$ cat src/rtl/addr_pool_pkg.sv
// Shared types and defaults for the SRAM address-pool manager.
package addr_pool_pkg;

    typedef enum logic [2:0] {
        ST_SCAN = 3'b001,
        ST_HOLD = 3'b010,
        ST_FULL = 3'b100
    } state_t;

    localparam int DEF_DEPTH  = 512;
    localparam int DEF_SCAN_W = 32;

    // Chunk index is addr[AW-1:chunk_lsb(SCAN_W)]; the low bits index within a chunk.
    function automatic int chunk_lsb(input int scan_w);
        return $clog2(scan_w);
    endfunction

endpackage

$ cat src/rtl/addr_pool_mgr_if.sv
// Allocation handshake, free port and pool status between the manager and its clients.
interface addr_pool_mgr_if
    import addr_pool_pkg::*;
#(
    parameter int AW = $clog2(DEF_DEPTH)
);
    logic          alloc_vld;
    logic          alloc_rdy;
    logic [AW-1:0] alloc_addr;
    logic          free_vld;
    logic [AW-1:0] free_addr;
    logic          free_err;
    logic [AW:0]   idle_cnt;
    logic          full;

    modport slave (
        output alloc_vld, alloc_addr, free_err, idle_cnt, full,
        input  alloc_rdy, free_vld, free_addr
    );

    modport master (
        input  alloc_vld, alloc_addr, free_err, idle_cnt, full,
        output alloc_rdy, free_vld, free_addr
    );
endinterface

$ cat src/rtl/addr_pool_mgr_chunk_ffs.sv
// Combinational lowest-zero finder over one bitmap chunk.
module chunk_ffs #(
    parameter int SCAN_W = 32,
    parameter int IW     = $clog2(SCAN_W)
) (
    input  logic [SCAN_W-1:0] bits,
    output logic              found,
    output logic [IW-1:0]     idx
);
    // Descending walk so the lowest free bit is the last one written.
    always_comb begin
        found = 1'b0;
        idx   = '0;
        for (int i = SCAN_W - 1; i >= 0; i--) begin
            if (!bits[i]) begin
                found = 1'b1;
                idx   = IW'(i);
            end
        end
    end
endmodule

$ cat src/rtl/addr_pool_mgr.sv
// Address-pool manager: used/free bitmap with chunked next-fit prefetch and checked frees.
//   state | meaning
//   SCAN  | examine the chunk holding ptr for a free slot, else step to next chunk
//   HOLD  | alloc_addr offered with alloc_vld high, waiting for alloc_rdy
//   FULL  | no free slot; the next valid free is offered directly
module addr_pool_mgr
    import addr_pool_pkg::*;
#(
    parameter int DEPTH  = DEF_DEPTH,
    parameter int SCAN_W = DEF_SCAN_W
) (
    input  logic           sys_clk,
    input  logic           sys_rst,
    addr_pool_mgr_if.slave bus
);
    localparam int AW = $clog2(DEPTH);
    localparam int CW = chunk_lsb(SCAN_W);

    logic [DEPTH-1:0]  map;
    state_t            state, state_nxt;
    logic [AW-1:0]     ptr, ptr_nxt;
    logic [AW-1:0]     addr_q, addr_nxt;
    logic              vld_q, vld_nxt;
    logic              err_q, full_q;
    logic [AW:0]       idle_q, idle_nxt;
    logic [AW-1:0]     chunk_base;
    logic [SCAN_W-1:0] chunk;
    logic              hit;
    logic [CW-1:0]     hit_idx;
    logic              acc, free_bad, free_ok;

    assign chunk_base = ptr & ~AW'(SCAN_W - 1);
    assign chunk      = map[chunk_base +: SCAN_W];

    chunk_ffs #(.SCAN_W(SCAN_W), .IW(CW)) u_ffs (
        .bits  (chunk),
        .found (hit),
        .idx   (hit_idx)
    );

    // The offered slot is still 0 in the map, so freeing it is caught as a double free.
    assign acc      = vld_q & bus.alloc_rdy;
    assign free_bad = !map[bus.free_addr] || (vld_q && (bus.free_addr == addr_q));
    assign free_ok  = bus.free_vld && !free_bad;
    assign idle_nxt = idle_q + (AW+1)'(free_ok) - (AW+1)'(acc);

    always_comb begin
        state_nxt = state;
        ptr_nxt   = ptr;
        addr_nxt  = addr_q;
        vld_nxt   = vld_q;
        case (state)
            ST_SCAN: begin
                if (idle_q == '0) begin
                    state_nxt = ST_FULL;
                end else if (hit) begin
                    addr_nxt  = chunk_base | AW'(hit_idx);
                    vld_nxt   = 1'b1;
                    state_nxt = ST_HOLD;
                end else begin
                    ptr_nxt   = chunk_base + AW'(SCAN_W);
                end
            end
            ST_HOLD: begin
                if (acc) begin
                    vld_nxt   = 1'b0;
                    ptr_nxt   = addr_q + AW'(1);
                    state_nxt = ST_SCAN;
                end
            end
            ST_FULL: begin
                // A free landing while we were entering FULL leaves idle_q nonzero: rescan.
                if (free_ok) begin
                    addr_nxt  = bus.free_addr;
                    vld_nxt   = 1'b1;
                    state_nxt = ST_HOLD;
                end else if (idle_q != '0) begin
                    state_nxt = ST_SCAN;
                end
            end
            default: begin
                vld_nxt   = 1'b0;
                state_nxt = ST_SCAN;
            end
        endcase
    end

    always_ff @(posedge sys_clk or posedge sys_rst) begin
        if (sys_rst) begin
            state  <= ST_SCAN;
            map    <= '0;
            ptr    <= '0;
            addr_q <= '0;
            vld_q  <= 1'b0;
            err_q  <= 1'b0;
            idle_q <= (AW+1)'(DEPTH);
            full_q <= 1'b0;
        end else begin
            state  <= state_nxt;
            ptr    <= ptr_nxt;
            addr_q <= addr_nxt;
            vld_q  <= vld_nxt;
            if (acc)     map[addr_q]        <= 1'b1;
            if (free_ok) map[bus.free_addr] <= 1'b0;
            err_q  <= bus.free_vld && free_bad;
            idle_q <= idle_nxt;
            full_q <= (idle_nxt == '0);
        end
    end

    assign bus.alloc_vld  = vld_q;
    assign bus.alloc_addr = addr_q;
    assign bus.free_err   = err_q;
    assign bus.idle_cnt   = idle_q;
    assign bus.full       = full_q;
endmodule

$ cat src/flat_wrapper.sv
// flat-port wrapper written by rule: the top's interface ports become plain ports
module addr_pool_mgr_flat import addr_pool_pkg::*;
#(
    parameter int DEPTH  = DEF_DEPTH,
    parameter int SCAN_W = DEF_SCAN_W
)
  (sys_clk, sys_rst, bus_alloc_vld, bus_alloc_addr, bus_free_err, bus_idle_cnt, bus_full, bus_alloc_rdy, bus_free_vld, bus_free_addr);
  addr_pool_mgr_if #(.AW((9))) bus_i ();
  input  logic sys_clk;
  input  logic sys_rst;
  output wire logic [$bits(bus_i.alloc_vld)-1:0] bus_alloc_vld;
  output wire logic [$bits(bus_i.alloc_addr)-1:0] bus_alloc_addr;
  output wire logic [$bits(bus_i.free_err)-1:0] bus_free_err;
  output wire logic [$bits(bus_i.idle_cnt)-1:0] bus_idle_cnt;
  output wire logic [$bits(bus_i.full)-1:0] bus_full;
  input wire logic [$bits(bus_i.alloc_rdy)-1:0] bus_alloc_rdy;
  input wire logic [$bits(bus_i.free_vld)-1:0] bus_free_vld;
  input wire logic [$bits(bus_i.free_addr)-1:0] bus_free_addr;
  assign bus_alloc_vld = bus_i.alloc_vld;
  assign bus_alloc_addr = bus_i.alloc_addr;
  assign bus_free_err = bus_i.free_err;
  assign bus_idle_cnt = bus_i.idle_cnt;
  assign bus_full = bus_i.full;
  assign bus_i.alloc_rdy = bus_alloc_rdy;
  assign bus_i.free_vld = bus_free_vld;
  assign bus_i.free_addr = bus_free_addr;
  addr_pool_mgr #(.DEPTH(DEPTH), .SCAN_W(SCAN_W)) u_core (.sys_clk(sys_clk), .sys_rst(sys_rst), .bus(bus_i));
endmodule
$ cat config.mk
export PLATFORM = sky130hd
export DESIGN_NAME = addr_pool_mgr_flat
export DESIGN_NICKNAME = d
export VERILOG_FILES = /design/src/rtl/addr_pool_pkg.sv /design/src/rtl/addr_pool_mgr_if.sv /design/src/rtl/addr_pool_mgr_chunk_ffs.sv /design/src/rtl/addr_pool_mgr.sv /design/src/flat_wrapper.sv
export SDC_FILE = /design/constraint.sdc
export NUM_CORES = 2
export LEC_CHECK = 0
export ABC_CLOCK_PERIOD_IN_PS = 27500
export CAP_MARGIN = 5
export CORE_ASPECT_RATIO = 0.7
export CORE_MARGIN = 3
export CORE_UTILIZATION = 65
export DETAILED_ROUTE_END_ITERATION = 10
export PLACE_DENSITY = 0.84
export SETUP_SLACK_MARGIN = 0.1
export SYNTH_ARGS = -nofsm -noshare
export SYNTH_HDL_FRONTEND = slang
export SYNTH_SLANG_ARGS = --single-unit
$ cat constraint.sdc
create_clock -name sys_clk -period 27.5 [get_ports sys_clk]
set_input_delay 2.75 -clock sys_clk [delete_from_list [all_inputs] [get_ports sys_clk]]
set_output_delay 2.75 -clock sys_clk [all_outputs]
set_load 0.01 [all_outputs]
### Word-level counts from Yosys, hierarchy flattened

Index checks and enable logic that the tools add are counted.

| operators by class | value |
|---|---|
| add/sub/neg operators | 4 |
| $lt $le $gt $ge | 4 |
| equality and inequality tests | 11 |
| shifts and indexed selects | 1 |
| muxes and demuxes | 91 |
| bitwise logic cells | 5 |
| reduce and logical (&&, ||, !) cells | 17 |

Operators by type and width:

| operator | number |
|---|---|
| 512-bit 2-to-1 mux | 2 |
| 512-bit AND | 1 |
| 512-bit inverter | 1 |
| 512-bit OR | 1 |
| 512-bit by 10-bit variable part select with 32-bit output | 1 |
| 5-bit 2-to-1 mux | 32 |
| 9-bit 2-to-1 mux | 6 |
| 1-bit 2-to-1 mux | 39 |
| 9-bit one-hot mux with 2 select lines | 2 |
| 10-bit logical NOT | 2 |
| 9-bit by 10-bit less-than comparator with 1-bit output (second input constant) | 2 |
| 1-bit demux with 9-bit select | 2 |
| 9-bit by 1-bit greater-or-equal comparator with 1-bit output (second input constant) | 2 |
| 3-bit 2-to-1 mux | 5 |
| 4-bit AND reduction | 3 |
| 10-bit by 1-bit adder with 10-bit output | 1 |
| 10-bit nonzero test | 1 |
| 10-bit by 1-bit subtractor with 10-bit output | 1 |
| 9-bit by 1-bit adder with 9-bit output (second input constant) | 1 |
| 9-bit by 6-bit adder with 9-bit output (second input constant) | 1 |
| 1-bit binary-select mux with 9-bit select | 1 |
| 9-bit equality test | 1 |
| 9-bit by 5-bit OR with 9-bit output | 1 |
| 3-bit one-hot mux with 3 select lines | 1 |
| other kinds (13) | 23 |

| word-level totals | value |
|---|---|
| register bits after elaboration | 546 |
| input bits | 13 |
| logic and storage cells | 141 |

### Longest topological paths before layout

| depth | value |
|---|---|
| depth in word-level cells | 37 |
| depth in mapped cells | 23 |
| depth with buffers taken out | 19 |

### Modules after synthesis

From an unflattened synthesis, not the netlist that was laid out.

| unflattened totals | value |
|---|---|
| cell total of the unflattened synthesis | 2,741 |
| area total of the unflattened synthesis | 29,754.8 sq um |

Modules (own cells, without submodules):

| module | instances | cells an instance | area each (sq um) | seq. area each (sq um) |
|---|---|---|---|---|
| addr_pool_mgr | 1 | 2,675 | 29,361.9 | 13,540.5 |
| chunk_ffs | 1 | 66 | 392.9 | 0.0 |

### Worst setup path after synthesis

No wires, ideal clock.

| timing | value |
|---|---|
| path type | in2reg |
| from | input port bus_free_addr[0] |
| to | register u_core.full_q, in the netlist u_core.bus.full |
| library setup time | 0.148 ns |
| arrival time | 6.770 ns |
| required time | 27.352 ns |
| slack | 20.582 ns |
| cell stages on the path | 20 |
| cells stage by stage | buf_4 buf_6 buf_2 mux4_2 a221oi_1 a31oi_1 nor4_1 nand2_1 a22oi_4 inv_2 ha_1 a21o_1 a21oi_1 o21bai_1 a21oi_1 o21bai_1 a21oi_1 nor4b_1 a2111oi_0 nor4b_1 |

| on the way | value |
|---|---|
| cells in the longest elaborated chain, start to end | 9 |
| elaborated cells on any way between the ends | 11 |
| classes of those cells | add/sub: 2; eq/ne: 1; mux: 2; reduce/logical: 6 |

RTL lines:

| item | line | source |
|---|---|---|
| start: declaration | flat_wrapper.sv:18 | `input wire logic [$bits(bus_i.free_addr)-1:0] bus_free_addr;` |
| 1-bit binary-select mux with 9-bit select | addr_pool_mgr.sv:43 | `assign free_bad = !map[bus.free_addr] \|\| (vld_q && (bus.free_addr == addr_q));` |
| 1-bit 2-to-1 mux (not written as such) | addr_pool_mgr.sv:43 |  |
| 1-bit logical NOT | addr_pool_mgr.sv:43 |  |
| 1-bit logical OR * | addr_pool_mgr.sv:43 |  |
| 1-bit logical NOT * | addr_pool_mgr.sv:44 | `assign free_ok = bus.free_vld && !free_bad;` |
| 1-bit logical AND * | addr_pool_mgr.sv:44 |  |
| 10-bit by 1-bit adder with 10-bit output * | addr_pool_mgr.sv:45 | `assign idle_nxt = idle_q + (AW+1)'(free_ok) - (AW+1)'(acc);` |
| 10-bit by 1-bit subtractor with 10-bit output * | addr_pool_mgr.sv:45 |  |
| named net u_core.idle_nxt[9] | addr_pool_mgr.sv:25 | `logic [AW:0] idle_q, idle_nxt;` |
| 10-bit logical NOT * | addr_pool_mgr.sv:107 | `full_q <= (idle_nxt == '0);` |
| end signal: assignment | addr_pool_mgr.sv:107 |  |
| end: declaration | addr_pool_mgr.sv:24 | `logic err_q, full_q;` |

The timed path passes the listed nets; every way through them passes the cells marked *. The select of a mux whose other input is x is not followed.
A chain may end at the register's enable or synchronous reset.

### Worst setup path in the final report

| timing | value |
|---|---|
| from | input port bus_free_addr[1] |
| to | register u_core.full_q, in the netlist u_core.bus.full |

The elaborated chain is that of the path after synthesis.

==> results.toml <==
[outcome]
outcome = "finished with violations"
violations = "capacitance limit"

[job]
drv_cap = 1

[global_routing]
grt_use_total = 0.479
grt.met3_usage = 0.303
use_met2 = 0.628
grt_pass1_vias = 26100
grt-busiest-layer = "met1"
grt_overflow = 0
grt_pass1_wl_um = 170000
antenna_found_initial = 7
use_met1 = 0.654
grt_max_degree = 197

[clocking]
cts.htree.levels = 2
cts_setup_buffers = 0
cts_root_buf = "clkbuf_16"
numCtsBuffers = 52
cts_buffer_depth = 3
ctsResizeCount = 0
numClockSinks = 541
ctsHoldBuffers = 0
tritoncts = "done"
cts.clk_slew.worst_paths_ns = 0.07
clkLatencyLatePin_ns = 0.63

[yosys]
yosys_most_used_dff = "dfrtp_1"
yosysSeqAreaShare = 0.457
avgSynthCellArea_um2 = 10.8
yosysTopAreaCell = "dfrtp_1"
synth_cell_types = 72
netlist_instances = 2739
yosysMostFrequentCell = "a21oi_1"
synth-edff-count = 0
synthArstFlopShare = 1.00
ys_warn_count = 0
yosys_register_bits = 541
ys_top_cells_by_count = "a21oi_1, dfrtp_1, mux4_2, clkbuf_1, nor2_1"
synth.area.top_cells = "dfrtp_1, mux4_2, a21oi_1, mux2i_1, clkbuf_1"
syn_area_mm2 = 0.0296
syn-num-nets = 2768
netlist.area_leader.share = 0.455

[sta]
finalCritPeriodShare = 0.359
clock_skew_ns = 0.0411
slew_violations = 0
fin_crit_ns = 9.87
slew_headroom = 0.0110
grt_setup_unrepaired = "no"
hold_viol = 0
max_freq_mhz = 101
setup_viol = 0
fin_setup_tns_ns = 0
worst_pin_slew_ns = 1.48

[drt]
drt_iter0_markers = 6015
vias = 27300
wl_per_cell_um = 34.6
ant_nets = 0
routed_wl_um = 114000
via_per_inst = 8.25
firstDrtPassIters = 8
route.detailed.drc = 0

[cells_and_area]
fin_nets = 2696
fillers = 3052
diodes = 0
area_growth_pct = 9.82
fin_cells = 3305
layout-drive-gt1-share = 0.185

[critical_path]
crit_path_frequent_cell = "a21oi_1"
worstPathCellList = "clkbuf_8, buf_4, buf_4, mux4_2, a22o_1, o21ai_0, nand4_1, nor4_1, nand2_1, a22oi_4, inv_2, ha_1, a21o_1, a21oi_1, o21bai_1, a21oi_1, o21bai_1, a21oi_1, nor4b_1, a2111oi_0, nor4b_1"
crit_required_ns = 27.95
criticalPathCategory = "in2reg"
rr_worst_depth = 18
crit_fanout = 68
end_kind = "flip-flop"
cp.arrival_ns = 10.32
critical_path.max_stage_delay_ns = 0.93
crit_path_top_delay_cell = "buf_4"
startpoint_type = "primary input"

[floorplan]
rows = 64
start_util = 0.668
die-area_mm2 = 0.0483
io_pins = 35
core_mm2 = 0.0444
die_h_um = 185
die_w_um = 261

[placement]
dp_hpwl_um = 74600
dp.cells = 3206
gp_congestion = 1.06
io_buffers = 34

[min_path]
whs_path_depth = 1
hold_class = "reg2reg"

[power_and_ir_drop]
p_leak_nw = 14.1
peakVddDrop_mv = 0.0704
power_density_mw_per_mm2 = 74.1
metal layers:
metal,wire length (um),vias to the layer above
met5,310,-
met4,4980,18
met3,25200,532
met2,44700,3014
met1,39200,13400
li1,-,10300
worst max-delay path, delay by kind of cell:
kind / cells / cell delay (ns)
buf+inv: 4 / 2.39
simple gates: 5 / 0.94
mux: 1 / 0.41
fa+ha+maj: 1 / 0.29
compound gates: 10 / 3.40
layout make-up:
| type | count | area, um2 | area share |
|---|---|---|---|
| clock inverter | 34 | 572 | 0.0176 |
| inverter | 22 | 90.1 | 0.00277 |
| sequential | 541 | 13500 | 0.416 |
| clock buffer | 64 | 1420 | 0.0435 |
| multi-input combinational | 1905 | 15000 | 0.461 |
| tap | 594 | 743 | 0.0228 |
| timing repair buffer | 145 | 1190 | 0.0364 |
report_power, final:
part | internal, mW | total (mW) | switching, mW
registers | 0.843 | 0.933 | 0.0890
logic | 0.243 | 0.635 | 0.392
clock network | 0.501 | 0.844 | 0.343
state kept, by name, summed over array words and instances, names as in the netlist:
register / cells
u_core.bus.alloc_addr: 9
u_core.state: 3
u_core.map: 512
u_core.bus.free_err: 1
u_core.bus.full: 1
u_core.bus.alloc_vld: 1
u_core.bus.idle_cnt: 10
u_core.ptr: 4
through the flow:
step	instance area, um2	setup slack [ns]	util	hold slack, ns	total power [mW]
2_1_floorplan	29600	9.63	-	0.466	1.35
3_3_place_gp	30600	17.74	0.689	0.483	1.52
3_5_place_dp	30600	17.46	0.689	0.501	1.55
4_1_cts	32600	17.96	0.734	0.506	2.38
5_1_grt	32600	17.34	0.734	0.528	2.47
6_report	32600	17.63	0.734	0.523	2.41
kinds of logic after synthesis:
| family | Yosys count | synth area share |
|---|---|---|
| compound gates | 1225 | 0.222 |
| flops | 541 | 0.457 |
| mux | 336 | 0.214 |
| simple gates | 309 | 0.0518 |
| buf+inv | 293 | 0.0431 |
| xor+xnor | 19 | 0.00561 |
| fa+ha+maj | 16 | 0.00701 |
layout by cell type, fill, tap and decap left out, drive strengths merged, types with 23 or more instances in the layout:
cell type,instances
buf,113
nor3,23
mux2i,87
dfrtp,539
nand2,64
clkbuf,65
mux4,236
nand3,35
inv,24
nor2,94
o21ai,24
clkdlybuf4s50,31
a22o,25
a22oi,54
a21oi,1050
path summary, 6_finish.rpt:
path	start	endpoint	slack, ns
worst max-delay path	bus_free_addr[1]	u_core.bus.full	17.63
worst min-delay path	u_core.state[1]	u_core.state[2]	0.52
worst max register to register	u_core.map[407]	u_core.bus.full	21.60
worst min register to register	u_core.state[1]	u_core.state[2]	0.52
max in group asynchronous	sys_rst	u_core.map[244]	22.30
min in group asynchronous	sys_rst	u_core.map[35]	2.66
Power figures use the tool's default switching activity.
